<file path="src/rtl/mips_multicycle_ctrl.sv">
// Multicycle MIPS control FSM: memory ready handshake with timeout, zero-extend select, illegal-op pulse.
// Define CTRL_JUMP_EN to add the J instruction (opcode 0x02, JUMP state).

module mips_multicycle_ctrl #(
  parameter int unsigned ALU_CTRL_W    = 4,
  parameter int unsigned MEM_HANDSHAKE = 1,
  parameter int unsigned WAIT_TIMEOUT  = 16,
  parameter int unsigned WAIT_CNT_W    = 5
) (
  input  logic                  clk,
  input  logic                  rst,
  input  logic                  clk_en,
  input  logic [5:0]            opcode,
  input  logic [5:0]            funct,
  input  logic                  zero,
  input  logic                  mem_ready,
  output logic                  PCEn,
  output logic [1:0]            PCSrc,
  output logic [ALU_CTRL_W-1:0] ALUControl,
  output logic                  ALUSrcA,
  output logic [1:0]            ALUSrcB,
  output logic                  ExtZero,
  output logic                  IorD,
  output logic                  MemWrite,
  output logic                  IRWrite,
  output logic                  RegWrite,
  output logic                  MemToReg,
  output logic                  RegDst,
  output logic                  illegal_op,
  output logic                  mem_timeout
);

  // ALU operation codes (cpu.svh ALU_* values)
  localparam logic [ALU_CTRL_W-1:0] ALU_AND = ALU_CTRL_W'(0);
  localparam logic [ALU_CTRL_W-1:0] ALU_OR  = ALU_CTRL_W'(1);
  localparam logic [ALU_CTRL_W-1:0] ALU_ADD = ALU_CTRL_W'(2);
  localparam logic [ALU_CTRL_W-1:0] ALU_XOR = ALU_CTRL_W'(3);
  localparam logic [ALU_CTRL_W-1:0] ALU_NOR = ALU_CTRL_W'(4);
  localparam logic [ALU_CTRL_W-1:0] ALU_SUB = ALU_CTRL_W'(6);
  localparam logic [ALU_CTRL_W-1:0] ALU_SLT = ALU_CTRL_W'(7);
  localparam logic [ALU_CTRL_W-1:0] ALU_SLL = ALU_CTRL_W'(8);
  localparam logic [ALU_CTRL_W-1:0] ALU_SRL = ALU_CTRL_W'(9);
  localparam logic [ALU_CTRL_W-1:0] ALU_SRA = ALU_CTRL_W'(10);

  localparam logic [5:0] OP_RTYPE = 6'h00;
`ifdef CTRL_JUMP_EN
  localparam logic [5:0] OP_J     = 6'h02;
`endif
  localparam logic [5:0] OP_BEQ   = 6'h04;
  localparam logic [5:0] OP_BNE   = 6'h05;
  localparam logic [5:0] OP_ADDI  = 6'h08;
  localparam logic [5:0] OP_SLTI  = 6'h0A;
  localparam logic [5:0] OP_ANDI  = 6'h0C;
  localparam logic [5:0] OP_ORI   = 6'h0D;
  localparam logic [5:0] OP_XORI  = 6'h0E;
  localparam logic [5:0] OP_LW    = 6'h23;
  localparam logic [5:0] OP_SW    = 6'h2B;

  localparam logic [WAIT_CNT_W-1:0] WAIT_LAST = WAIT_CNT_W'(WAIT_TIMEOUT - 1);

  typedef enum logic [3:0] {
    FETCH, DECODE, EXEC_R, WB_R, EXEC_I, WB_I,
    MEMADR, MEMRD, MEMWB, MEMWR, BRANCH
`ifdef CTRL_JUMP_EN
    , JUMP
`endif
  } state_t;

  state_t                state_q, state_d;
  logic [WAIT_CNT_W-1:0] wait_cnt_q, wait_cnt_d;
  logic                  timeout_q;
  logic                  rdy, mem_state, expire;
  logic                  pc_write, branch, bne, ir_write, reg_write, mem_write;

  always_comb begin
    state_d    = state_q;
    rdy        = (MEM_HANDSHAKE != 0) ? mem_ready : 1'b1;
    mem_state  = 1'b0;
    pc_write   = 1'b0;
    branch     = 1'b0;
    bne        = 1'b0;
    ir_write   = 1'b0;
    reg_write  = 1'b0;
    mem_write  = 1'b0;
    PCSrc      = 2'b00;
    ALUControl = ALU_ADD;
    ALUSrcA    = 1'b0;
    ALUSrcB    = 2'b00;
    ExtZero    = 1'b0;
    IorD       = 1'b0;
    MemToReg   = 1'b0;
    RegDst     = 1'b0;
    illegal_op = 1'b0;

    case (state_q)
      FETCH: begin
        mem_state = 1'b1;
        ALUSrcB   = 2'b01;
        if (rdy) begin
          ir_write = 1'b1;
          pc_write = 1'b1;
          state_d  = DECODE;
        end
      end
      DECODE: begin
        ALUSrcB = 2'b11;
        case (opcode)
          OP_RTYPE:                                  state_d = EXEC_R;
          OP_ADDI, OP_SLTI, OP_ANDI, OP_ORI, OP_XORI: state_d = EXEC_I;
          OP_LW, OP_SW:                              state_d = MEMADR;
          OP_BEQ, OP_BNE:                            state_d = BRANCH;
`ifdef CTRL_JUMP_EN
          OP_J:                                      state_d = JUMP;
`endif
          default: begin
            illegal_op = 1'b1;
            state_d    = FETCH;
          end
        endcase
      end
      EXEC_R: begin
        ALUSrcA = 1'b1;
        state_d = WB_R;
        case (funct)
          6'h20:   ALUControl = ALU_ADD;
          6'h22:   ALUControl = ALU_SUB;
          6'h24:   ALUControl = ALU_AND;
          6'h25:   ALUControl = ALU_OR;
          6'h26:   ALUControl = ALU_XOR;
          6'h27:   ALUControl = ALU_NOR;
          6'h2A:   ALUControl = ALU_SLT;
          6'h00:   ALUControl = ALU_SLL;
          6'h02:   ALUControl = ALU_SRL;
          6'h03:   ALUControl = ALU_SRA;
          default: begin
            illegal_op = 1'b1;
            state_d    = FETCH;
          end
        endcase
      end
      WB_R: begin
        RegDst    = 1'b1;
        reg_write = 1'b1;
        state_d   = FETCH;
      end
      EXEC_I: begin
        ALUSrcA = 1'b1;
        ALUSrcB = 2'b10;
        state_d = WB_I;
        case (opcode)
          OP_SLTI: ALUControl = ALU_SLT;
          OP_ANDI: begin ALUControl = ALU_AND; ExtZero = 1'b1; end
          OP_ORI:  begin ALUControl = ALU_OR;  ExtZero = 1'b1; end
          OP_XORI: begin ALUControl = ALU_XOR; ExtZero = 1'b1; end
          default: ALUControl = ALU_ADD;
        endcase
      end
      WB_I: begin
        reg_write = 1'b1;
        state_d   = FETCH;
      end
      MEMADR: begin
        ALUSrcA = 1'b1;
        ALUSrcB = 2'b10;
        state_d = (opcode == OP_LW) ? MEMRD : MEMWR;
      end
      MEMRD: begin
        mem_state = 1'b1;
        IorD      = 1'b1;
        if (rdy) state_d = MEMWB;
      end
      MEMWB: begin
        MemToReg  = 1'b1;
        reg_write = 1'b1;
        state_d   = FETCH;
      end
      MEMWR: begin
        mem_state = 1'b1;
        IorD      = 1'b1;
        mem_write = 1'b1;
        if (rdy) state_d = FETCH;
      end
      BRANCH: begin
        ALUSrcA    = 1'b1;
        ALUControl = ALU_SUB;
        PCSrc      = 2'b01;
        branch     = 1'b1;
        bne        = (opcode == OP_BNE);
        state_d    = FETCH;
      end
`ifdef CTRL_JUMP_EN
      JUMP: begin
        PCSrc    = 2'b10;
        pc_write = 1'b1;
        state_d  = FETCH;
      end
`endif
      default: state_d = FETCH;
    endcase

    // A ready on the last allowed stall cycle wins over the abort.
    expire = mem_state && !rdy && (wait_cnt_q == WAIT_LAST);
    if (expire) begin
      ir_write  = 1'b0;
      pc_write  = 1'b0;
      mem_write = 1'b0;
      reg_write = 1'b0;
      state_d   = FETCH;
    end

    if (!mem_state || expire || (state_d != state_q)) wait_cnt_d = '0;
    else if (!rdy)                                     wait_cnt_d = wait_cnt_q + 1'b1;
    else                                               wait_cnt_d = wait_cnt_q;

    PCEn     = clk_en & (pc_write | (branch & (zero ^ bne)));
    IRWrite  = clk_en & ir_write;
    RegWrite = clk_en & reg_write;
    MemWrite = clk_en & mem_write;

    // Reset cycle drives a quiet bus regardless of the current state.
    if (rst) begin
      PCEn       = 1'b0;
      PCSrc      = 2'b00;
      ALUControl = ALU_ADD;
      ALUSrcA    = 1'b0;
      ALUSrcB    = 2'b00;
      ExtZero    = 1'b0;
      IorD       = 1'b0;
      MemWrite   = 1'b0;
      IRWrite    = 1'b0;
      RegWrite   = 1'b0;
      MemToReg   = 1'b0;
      RegDst     = 1'b0;
      illegal_op = 1'b0;
    end
  end

  always_ff @(posedge clk) begin
    if (rst) begin
      state_q    <= FETCH;
      wait_cnt_q <= '0;
      timeout_q  <= 1'b0;
    end else if (clk_en) begin
      state_q    <= state_d;
      wait_cnt_q <= wait_cnt_d;
      if (expire) timeout_q <= 1'b1;
    end
  end

  assign mem_timeout = timeout_q & ~rst;

endmodule

</file>
<file path="config.mk">
export PLATFORM = sky130hd
export DESIGN_NAME = mips_multicycle_ctrl
export DESIGN_NICKNAME = d
export VERILOG_FILES = /design/src/rtl/mips_multicycle_ctrl.sv
export SDC_FILE = /design/constraint.sdc
export NUM_CORES = 1
export LEC_CHECK = 0
export ABC_AREA = 1
export BUFFER_PORTS_ARGS = -buffer_cell sky130_fd_sc_hd__buf_4
export CAP_MARGIN = 10
export CORE_ASPECT_RATIO = 0.6
export CORE_MARGIN = 2
export CORE_UTILIZATION = 51
export DETAILED_ROUTE_END_ITERATION = 8
export GPL_ROUTABILITY_DRIVEN = 1
export PLACE_DENSITY = 0.79
export SYNTH_ARGS = -nofsm -noshare
export SYNTH_HDL_FRONTEND = slang
export SYNTH_SLANG_ARGS = --single-unit
</file>
<file path="constraint.sdc">
create_clock -name clk -period 1.75 [get_ports clk]
set_input_delay 0.2625 -clock clk [delete_from_list [all_inputs] [get_ports clk]]
set_output_delay 0.2625 -clock clk [all_outputs]
set_load 0.05 [all_outputs]
</file>
==> qor.csv, run 1 <==
metric,value,unit
Initial Utilization,0.541,
GRT worst endpoint,wait_cnt_q[4]$_SDFFE_PP0P_/D,
Detailed Place HPWL,3200,um
CTS buffer count,3,
synth cell count leaders,"49 x nand2_1, 43 x nor2_1, 32 x inv_1",
Post-Syn Nets,237,
Run Error,[ERROR GRT-0232] Routing congestion too high. Check the congestion heatmap in the GUI.,
I/O pins,36,
post-synth cell types,32,
Die Y,41.3,um
Synth Register Bits,10,
ys async rst share,0,
Fail Step,global routing (5_1_grt),
top_reg_cell synth,dfxtp_1,
routability cong.,0.972,
clk buf depth,2,
Yosys top cell by area,dfxtp_1,
"Avg Cell Area, Syn",5.41,um^2
sequential area share after synthesis,0.170,
gr ovfl total,21,
number of I/O port buffers,34,
GRT Resource Usage Total,0.692,
Post-Syn Instances,218,
status,stopped before the end,
H-Tree Depth,1,
Worst End Pin Type,register input,
largest net degree at the start of global routing,12,
clk root buf,clkbuf_8,
Die X,66.1,um
most common cell in the synthesized netlist,nand2_1,
synthesized area,0.00118,mm^2
"EDFF count, synth",0,
synth top area cells,"dfxtp_1 17%, nand2_1 16%, nor2_1 14%",
# rows,13,
synth warn,0,
Placement Setup Slack,-76.4,ps
hold-fix buffers at CTS,0,
clock sink count,10,
share of the synthesized area in the top cell type,0.170,
## layer usage
metal | global-route usage | overflow
met1 | 0.662 | 1
met2 | 0.930 | 15
met3 | 0.522 | 1
met4 | 0.750 | 4
met5 | 0.146 | 0
## cells by family after synthesis
group,synth area share
xor+xnor,0.0297
simple gates,0.509
other cells,0.00318
buf+inv,0.127
fa+ha+maj,0.0212
flops,0.170
compound gates,0.140
## through the flow
| step | cells | area (um^2) | hold slack [ps] |
|---|---|---|---|
| 2_1_floorplan | 218 | 1250 | 455 |
| 3_3_place_gp | 300 | 1690 | 463 |
| 3_5_place_dp | 300 | 1690 | 477 |
| 4_1_cts | 310 | 1950 | 272 |
## what timing repair did
item / in CTS
endpoints found under the setup margin: 15
gates resized for setup: 54
pin swaps: 11
buffers inserted: 6
==> run 2, diff against run 1 <==
CORE_AREA = 2 2 63 65   (was default)
CORE_ASPECT_RATIO = default   (was 0.6)
CORE_MARGIN = default   (was 2)
CORE_UTILIZATION = default   (was 51)
DIE_AREA = 0 0 65 67   (was default)
PLACE_DENSITY = default   (was 0.79)
PLACE_DENSITY_LB_ADDON = 0.15   (was default)
==> qor.csv, run 2 <==
metric,value,unit,change
Pwr Density,415,mW/mm^2,
endpoints failing setup,10,,
Worst Hold Slack,293,ps,
synth warn,0,,unchanged
synthesized area,0.00118,mm^2,unchanged
post-synth cell types,32,,unchanged
Post-Syn Instances,218,,unchanged
fmax,540,MHz,
max reg flops,5,,
Critical Path Sink Type,output port,,
clk buf depth,2,,unchanged
PnR worst setup slack,-104,ps,
gr ovfl total,0,,
"Min Clock Period, post-route",1850,ps,
share of the synthesized area in the top cell type,0.170,,unchanged
WP data required,1490,ps,
die footprint,0.00436,mm^2,
number of I/O port buffers,34,,unchanged
maximum vdd drop,0.494,mV,
initial antenna violation count,0,,
clock-pin transition on the worst setup and hold timing paths,50,ps,
Filler cells,362,,
Non-Filler Instances,328,,
DRT Pass-1 Iters,4,,
Leakage,0.963,nW,
hold-fix buffers at CTS,0,,unchanged
Area Growth Syn to Fin,68.7,%,
largest registers,"wait_cnt_q: 5 flops, state_q: 4 flops, timeout_q: 1 flops",,
Final Hold Fails,0,,
sequential area share after synthesis,0.170,,unchanged
Post-Syn Nets,237,,unchanged
"Avg Cell Area, Syn",5.41,um^2,unchanged
status,"finished, violations left",,
Detailed Place HPWL,2800,um,-13%
Initial Utilization,0.327,,-0.214
synth top area cells,"dfxtp_1 17%, nand2_1 16%, nor2_1 14%",,
FF-to-FF End,wait_cnt_q[1],,
fin crit share,1.06,,
worst-path fanout max,2,,
Hold EP,state_q[3],,
top_reg_cell synth,dfxtp_1,,
synth cell count leaders,"49 x nand2_1, 43 x nor2_1, 32 x inv_1",,
failing checks,negative setup slack,,
max-cap violations,0,,
DR iter-0 viols,61,,
remaining antenna violation count after routing,0,,
Placed Cells,319,,+6.3%
Worst Reg-to-Reg Cells,14,,
"Slew Viols, Final",0,,
Biggest register,wait_cnt_q,,
I/O pins,36,,unchanged
RSZ-0062 raised after global routing,true,,
fraction of layout cells with a size suffix above 1,0.439,,
Yosys top cell by area,dfxtp_1,,
# rows,22,,+9
total number of vias,1526,,
GRT Resource Usage Total,0.174,,
Layout Skew,2.50,ps,
clock sink count,10,,unchanged
Hold Crit Start,rst,,
DRC Markers,0,,
R2R setup slack,-60,ps,
CP arrival,1590,ps,
vias per inst,4.65,,
routability cong.,0.891,,-8.3%
CTS buffer count,3,,unchanged
CTS tree,done,,
Critical R2R Launch,state_q[0],,
"commonest non-fill, non-tap cell in the layout",buf_4,,
Synth Register Bits,10,,unchanged
total core area,0.00361,mm^2,
WHS Path Cells,2,,
CP Class,reg2out,,
first-pass GRT wire length,6000,um,
most frequent cells in the layout,"55 x buf_4, 47 x nand2_1, 31 x nor2_1, 27 x inv_1, 19 x nand3_1",,
drt wl/cell,10.7,um,
HP Class,in2reg,,
ys async rst share,0,,unchanged
most common cell in the synthesized netlist,nand2_1,,
critical path startpoint category,flip-flop,,
Die Y,67,um,+62%
final wirelength,3500,um,
# diodes,0,,
"EDFF count, synth",0,,unchanged
Die X,65,um,-1.7%
H-Tree Depth,1,,unchanged
vias in the first global route,1436,,
Clock Latency Late Sink,230,ps,
fin nets,300,,
Overall Power,0.826,mW,
clk root buf,clkbuf_8,,
largest net degree at the start of global routing,10,,
run 2: cell counts after synthesis:
Identical to the previous run, type by type.
run 2: power breakdown:
group / switching (mW) / internal (mW)
clock network: 0.0922 / 0.198
logic: 0.176 / 0.116
registers: 0.0102 / 0.234
run 2: through the flow:
| step | utilization | worst slack [ps] | setup TNS, ps | instance area (um^2) |
|---|---|---|---|---|
| 6_report | 0.552 | -104 | -456 | 1990 |
| 5_1_grt | 0.552 | -187 | -1750 | 1990 |
| 4_1_cts | 0.532 | -94.8 | -463 | 1920 |
| 3_5_place_dp | 0.477 | -25.4 | -47.7 | 1720 |
| 3_3_place_gp | 0.477 | -29.6 | -45.7 | 1720 |
| 2_1_floorplan | - | -300 | -443 | 1250 |
run 2: final cells by class:
type | instances | area (um^2) | area share
Multi-Input combinational cell | 169 | 1030 | 0.519
Tap cell | 48 | 60.1 | 0.0302
Clock buffer | 4 | 55.1 | 0.0277
Sequential cell | 10 | 218 | 0.109
Timing Repair Buffer | 62 | 492 | 0.247
Inverter | 35 | 134 | 0.0673
run 2: how the worst max path moves through the flow:
stage / start / end / slack, ps / cells past startpoint
after detailed placement: funct[0] / ALUControl[0] / -30 / 9
after global routing: state_q[0] / RegWrite / -190 / 9
after floorplan: state_q[0] / ALUControl[0] / -300 / 6
after global placement: funct[0] / ALUControl[0] / -30 / 9
final: wait_cnt_q[0] / RegWrite / -100 / 9
after CTS: wait_cnt_q[1] / RegWrite / -90 / 9
run 2: worst max-delay path: stages, from the launching register on:
cell     delay [ps]
dfxtp_2         330
ha_4            160
and3_4          180
ha_4            150
inv_2            60
nor2_4           40
nand2_4          70
nand2_4          70
a31oi_4         150
buf_6           170
run 2: logic make-up after synthesis:
logic type / Yosys count / share of synthesized area
flops: 10 / 0.170
xor+xnor: 4 / 0.0297
buf+inv: 39 / 0.127
compound gates: 28 / 0.140
other cells: 1 / 0.00318
simple gates: 134 / 0.509
fa+ha+maj: 2 / 0.0212
run 2: what timing repair did:
item,in CTS,in global routing
pin swaps,8,7
endpoints found under the setup margin,11,15
setup buffers,4,1
resized for setup,39,17
run 2: routing by layer:
layer	wire length (um)	GRT usage
met1	1660	0.233
met2	1700	0.304
met5	0	0
met4	0	0
met3	139	0.0355
Power figures use the tool's default switching activity.
